===== src/rtl/cpu_fetch_pkg.sv =====
// cpu_fetch_pkg: shared fetch-stage types and constants.
package cpu_fetch_pkg;
  localparam int INSTR_W = 32;
  localparam int PC_STEP = 4;
  localparam logic [1:0] ALIGN_MASK = 2'b11;
  typedef enum logic [1:0] {FETCH = 2'd0, VALID = 2'd1, ERR = 2'd2} fetch_state_e;
endpackage


===== src/rtl/fetch_watchdog.sv =====
// fetch_watchdog: counts consecutive un-acked fetch cycles and flags the TIMEOUT-th one.
module fetch_watchdog #(
  parameter int TIMEOUT = 15
) (
  input  logic clk_i,
  input  logic rst_i,
  input  logic count_en,
  input  logic clear,
  output logic expired
);
  localparam int CW = $clog2(TIMEOUT + 1);
  logic [CW-1:0] cnt_q, cnt_d;
  // Fires combinationally in the cycle that would be the TIMEOUT-th wait, so a same-cycle ack suppresses it.
  assign expired = count_en && (cnt_q == CW'(TIMEOUT - 1));
  assign cnt_d = clear ? '0 : count_en ? cnt_q + CW'(1) : cnt_q;
  always_ff @(posedge clk_i or posedge rst_i)
    if (rst_i) cnt_q <= '0;
    else cnt_q <= cnt_d;
endmodule


===== src/rtl/pc_fetch_unit.sv =====
// pc_fetch_unit: PC register and fetch sequencer with valid/ready hand-off to decode.
module pc_fetch_unit
  import cpu_fetch_pkg::*;
#(
  parameter int ADDR_W = 32,
  parameter logic [ADDR_W-1:0] RESET_PC = '0,
  parameter int TIMEOUT = 15
) (
  input  logic               clk_i,
  input  logic               rst_i,
  input  logic [ADDR_W-1:0]  pc_next_i,
  output logic [ADDR_W-1:0]  pc_o,
  output logic [ADDR_W-1:0]  pc_plus4_o,
  output logic               imem_req_o,
  output logic [ADDR_W-1:0]  imem_addr_o,
  input  logic               imem_ack_i,
  input  logic [INSTR_W-1:0] imem_rdata_i,
  output logic [INSTR_W-1:0] instr_o,
  output logic               instr_valid_o,
  input  logic               instr_ready_i,
  output logic               misalign_o,
  output logic               timeout_o
);
  fetch_state_e state_q, state_d;
  logic [ADDR_W-1:0] pc_q, pc_d;
  logic [INSTR_W-1:0] instr_q, instr_d;
  logic misalign_q, misalign_d, timeout_q, timeout_d, in_fetch, expired;
  assign in_fetch = state_q == FETCH;
  fetch_watchdog #(.TIMEOUT(TIMEOUT)) u_watchdog (
    .clk_i    (clk_i),
    .rst_i    (rst_i),
    .count_en (in_fetch && !imem_ack_i),
    .clear    (!in_fetch || imem_ack_i),
    .expired  (expired)
  );
  assign pc_o          = pc_q;
  assign pc_plus4_o    = pc_q + ADDR_W'(PC_STEP);
  // Reset leaves the state in FETCH, so the request is masked while rst_i is held.
  assign imem_req_o    = in_fetch && !rst_i;
  assign imem_addr_o   = pc_q;
  assign instr_o       = instr_q;
  assign instr_valid_o = state_q == VALID;
  assign misalign_o    = misalign_q;
  assign timeout_o     = timeout_q;
  always_comb begin
    state_d    = state_q;
    pc_d       = pc_q;
    instr_d    = instr_q;
    misalign_d = misalign_q;
    timeout_d  = timeout_q;
    if (in_fetch && imem_ack_i) begin
      instr_d = imem_rdata_i;
      state_d = VALID;
    end else if (expired) begin
      timeout_d = 1'b1;
      state_d   = ERR;
    end else if (state_q == VALID && instr_ready_i) begin
      pc_d       = pc_next_i;
      misalign_d = (pc_next_i[1:0] & ALIGN_MASK) != 2'b00;
      state_d    = misalign_d ? ERR : FETCH;
    end
  end
  always_ff @(posedge clk_i or posedge rst_i)
    if (rst_i) begin
      state_q    <= FETCH;
      pc_q       <= RESET_PC;
      instr_q    <= '0;
      misalign_q <= 1'b0;
      timeout_q  <= 1'b0;
    end else begin
      state_q    <= state_d;
      pc_q       <= pc_d;
      instr_q    <= instr_d;
      misalign_q <= misalign_d;
      timeout_q  <= timeout_d;
    end
endmodule


===== config.mk =====
export PLATFORM = sky130hd
export DESIGN_NAME = pc_fetch_unit
export DESIGN_NICKNAME = d
export VERILOG_FILES = /design/src/rtl/cpu_fetch_pkg.sv /design/src/rtl/fetch_watchdog.sv /design/src/rtl/pc_fetch_unit.sv
export SDC_FILE = /design/constraint.sdc
export NUM_CORES = 1
export LEC_CHECK = 0
export BUFFER_PORTS_ARGS = -buffer_cell sky130_fd_sc_hd__buf_2
export CAP_MARGIN = 20
export CORE_ASPECT_RATIO = 1.4
export CORE_MARGIN = 2
export CORE_UTILIZATION = 46
export CTS_BUF_LIST = sky130_fd_sc_hd__clkbuf_4
export DETAILED_ROUTE_END_ITERATION = 6
export PLACE_DENSITY = 0.83
export SLEW_MARGIN = 20
export SYNTH_ARGS = -nofsm -noshare
export SYNTH_HDL_FRONTEND = slang
export SYNTH_SLANG_ARGS = --single-unit

===== constraint.sdc =====
create_clock -name clk_i -period 2.72 [get_ports clk_i]
set_clock_uncertainty 0.1 [all_clocks]
set_input_delay 0.136 -clock clk_i [delete_from_list [all_inputs] [get_ports clk_i]]
set_output_delay 0.136 -clock clk_i [all_outputs]
set_load 0.02 [all_outputs]

==> results.sh <==
export IMPL_outcome="complete, no violations"
export IMPL_ios=200
export IMPL_ys_warn_count=0
export IMPL_rows=37
export IMPL_crit_end="pc_plus4_o[17]"
export IMPL_synthesis_nets=359
export IMPL_synthCells=288
export IMPL_die_h_um=108
export IMPL_tightest_slew_ps=626
export IMPL_clkLatencyLatePin_ps=420
export IMPL_wl_mm=10.6
export IMPL_diodes=0
export IMPL_finalSetupViolCount=0
export IMPL_worstReg2RegStart="state_q[1]$_DFFE_PP0P_"
export IMPL_core_mm2=0.00741
export IMPL_fmax_ghz=0.392
export IMPL_drc=0
export IMPL_pwr_density_cell_mw_per_mm2=1180
export IMPL_clkTransAtPathRegs_ps=120
export IMPL_drt_first_pass_iters=7
export IMPL_clockBufferDepth=2
export IMPL_path_max_fanout=10
export IMPL_via_per_inst=5.07
export IMPL_syn_cell_area_mm2=0.00356
export IMPL_crit_required_ps=2480
export IMPL_wl_per_cell_um=16.8
export IMPL_via_count=3187
export IMPL_port_buffers=199
export IMPL_areaGrowthSynthToFinish_pct=47.1
export IMPL_leakagePower_uw=0.00265
export IMPL_setup_tns_ps=0
export IMPL_reg2reg_slack_ps=740
export IMPL_clock_sinks=72
export IMPL_maxCapViolations=0
export IMPL_power_total_uw=6180
export IMPL_synth_seq_cells=72
export IMPL_r2r_end="imem_addr_o[8]$_DFFE_PP0P_"
export IMPL_dpl_hpwl_mm=6.89
export IMPL_regArea_mm2=0.00180
export IMPL_hold_path_class="in2async"
export IMPL_synth_area_per_cell_um2=12.3
export IMPL_synth_cell_types=27
export IMPL_finalCritPeriodShare_pct=93.9
export IMPL_hold_viol=0
export IMPL_grt_use_total_pct=25.0
export IMPL_worstSetupPathType="reg2out"
export IMPL_ant_nets=0
export IMPL_htree_num_levels=3
export IMPL_cts_tree="built"
export IMPL_slew_viol_final=0
export IMPL_slew_headroom_pct=58.2
export IMPL_antenna_found_initial=0
export IMPL_root_buffer="clkbuf_4"
export IMPL_die_w_um=78.3
export IMPL_ir_drop_uv=737
export IMPL_rsz0062_at_grt="no"
export IMPL_initial_core_util_pct=48.0
export IMPL_grt_pass1_vias=3150
export IMPL_finalCriticalPeriod_ps=2550
export IMPL_layout_common_cells="199 x buf_2, 72 x dfrtp_1, 66 x dlygate4sd3_1"
export IMPL_fillerInstances=510
export IMPL_cp_start_kind="register"
export IMPL_crit_path_start="imem_addr_o[4]$_DFFE_PP0P_"
export IMPL_drive_gt1_share_pct=54.5
export IMPL_arrival_ps=2320
export IMPL_grt_first_pass_wirelength_mm=16.0
export IMPL_final_common_cell="buf_2"
export IMPL_ff2ff_path_depth=4
export IMPL_fp_dieArea_mm2=0.00846
export IMPL_grt_overflow_total=0
export IMPL_multi_input_area_mm2=0.00143
export IMPL_grt_max_degree=52
export IMPL_ys_seq_area_share_pct=50.7
export IMPL_gp_congestion=0.795
export IMPL_end_kind="primary output"
export IMPL_nNetsFinal=598
export IMPL_drt_iter0_drc=132
export IMPL_cts_inserted_buffers=9
flip-flops by register name, summed over array words and instances, names as in the netlist:
register and flops:
u_watchdog.cnt_q 4, state_q 2, timeout_o 1, misalign_o 1, imem_addr_o 32, instr_o 32
through the flow:
stage / hold WS (ps) / utilization [%] / worst slack [ps] / cells / area [um^2]
2_1_floorplan: 186 / - / 659 / 288 / 3560
3_3_place_gp: 105 / 59.7 / 585 / 546 / 4430
3_5_place_dp: 109 / 59.7 / 493 / 546 / 4430
4_1_cts: 178 / 70.4 / 10.9 / 628 / 5220
5_1_grt: 218 / 70.6 / 20.9 / 629 / 5230
6_report: 204 / 70.6 / 167 / 629 / 5230
worst min-delay path by stage:
stage                                        endpoint  slack, ps
after floorplan           imem_addr_o[10]$_DFFE_PP0P_        190
after global routing      imem_addr_o[17]$_DFFE_PP0P_        220
after global placement        instr_o[27]$_DFFE_PP0P_        100
after detailed placement      instr_o[28]$_DFFE_PP0P_        110
final                     imem_addr_o[18]$_DFFE_PP0P_        200
after CTS                 imem_addr_o[18]$_DFFE_PP0P_        180
cell families after synthesis:
kind of cell / Yosys count / synth area share [%]
flops: 72 / 50.7
compound gates: 2 / 0.422
xor+xnor: 30 / 7.39
simple gates: 68 / 10.7
mux: 64 / 20.3
buf+inv: 49 / 9.54
fa+ha+maj: 3 / 1.06
worst max-delay path, stage by stage, from the launching register on:
cell	delay (ps)
dfrtp_1	440
and3_1	470
nand4_1	310
nor3_1	330
xor2_1	170
buf_2	180
per-layer routing:
layer  part of all wire [%]  global-route usage [%]  vias up
met4                    2.0                    11.3        0
met1                     38                    28.2     1517
met2                     51                    43.8      218
met3                    9.0                    6.93       16
li1                       -                       -     1436
met5                      0                       0        -
power by group:
part,internal [uW],switching [uW]
Clock,292,363
Sequential,1560,551
Combinational,1330,2080
cell type report:
cell class | instances | area share, %
repair buffers | 271 | 33.0
clock inverters | 5 | 0.909
flip-flops and latches | 72 | 34.4
inverters | 6 | 0.431
multi-input cells | 167 | 27.3
well taps | 97 | 2.32
clock buffers | 11 | 1.58
cell usage after synthesis:
library cell  number  area share [%]
a21o_1             2            0.42
and2_1             1            0.18
and2b_1            1            0.21
and3_1             4            0.70
and4_1             1            0.25
and4bb_1           1            0.35
buf_2              4            0.56
buf_4             38             8.0
buf_6              1            0.32
dfrtp_1           72              51
ha_1               3             1.1
inv_1              6            0.63
mux2_2            64              20
nand2_1           10             1.1
nand3_1           15             2.1
nand4_1            8             1.4
nand4_2            1            0.35
nor2_1            13             1.4
nor3_1             6            0.84
nor3b_2            1            0.35
nor4_1             1            0.18
nor4_4             1            0.60
or2_1              1            0.18
or2_2              1            0.18
or3_1              2            0.35
xnor2_1           19             4.7
xor2_1            11             2.7
repair_timing:
action                                  in CTS  in global routing
buffers inserted                             0                  1
gates resized for setup                      0                  2
hold buffers                                66                  0
hold endpoints to repair                    91                  0
endpoints found under the setup margin       0                 12
Power figures use the tool's default switching activity.
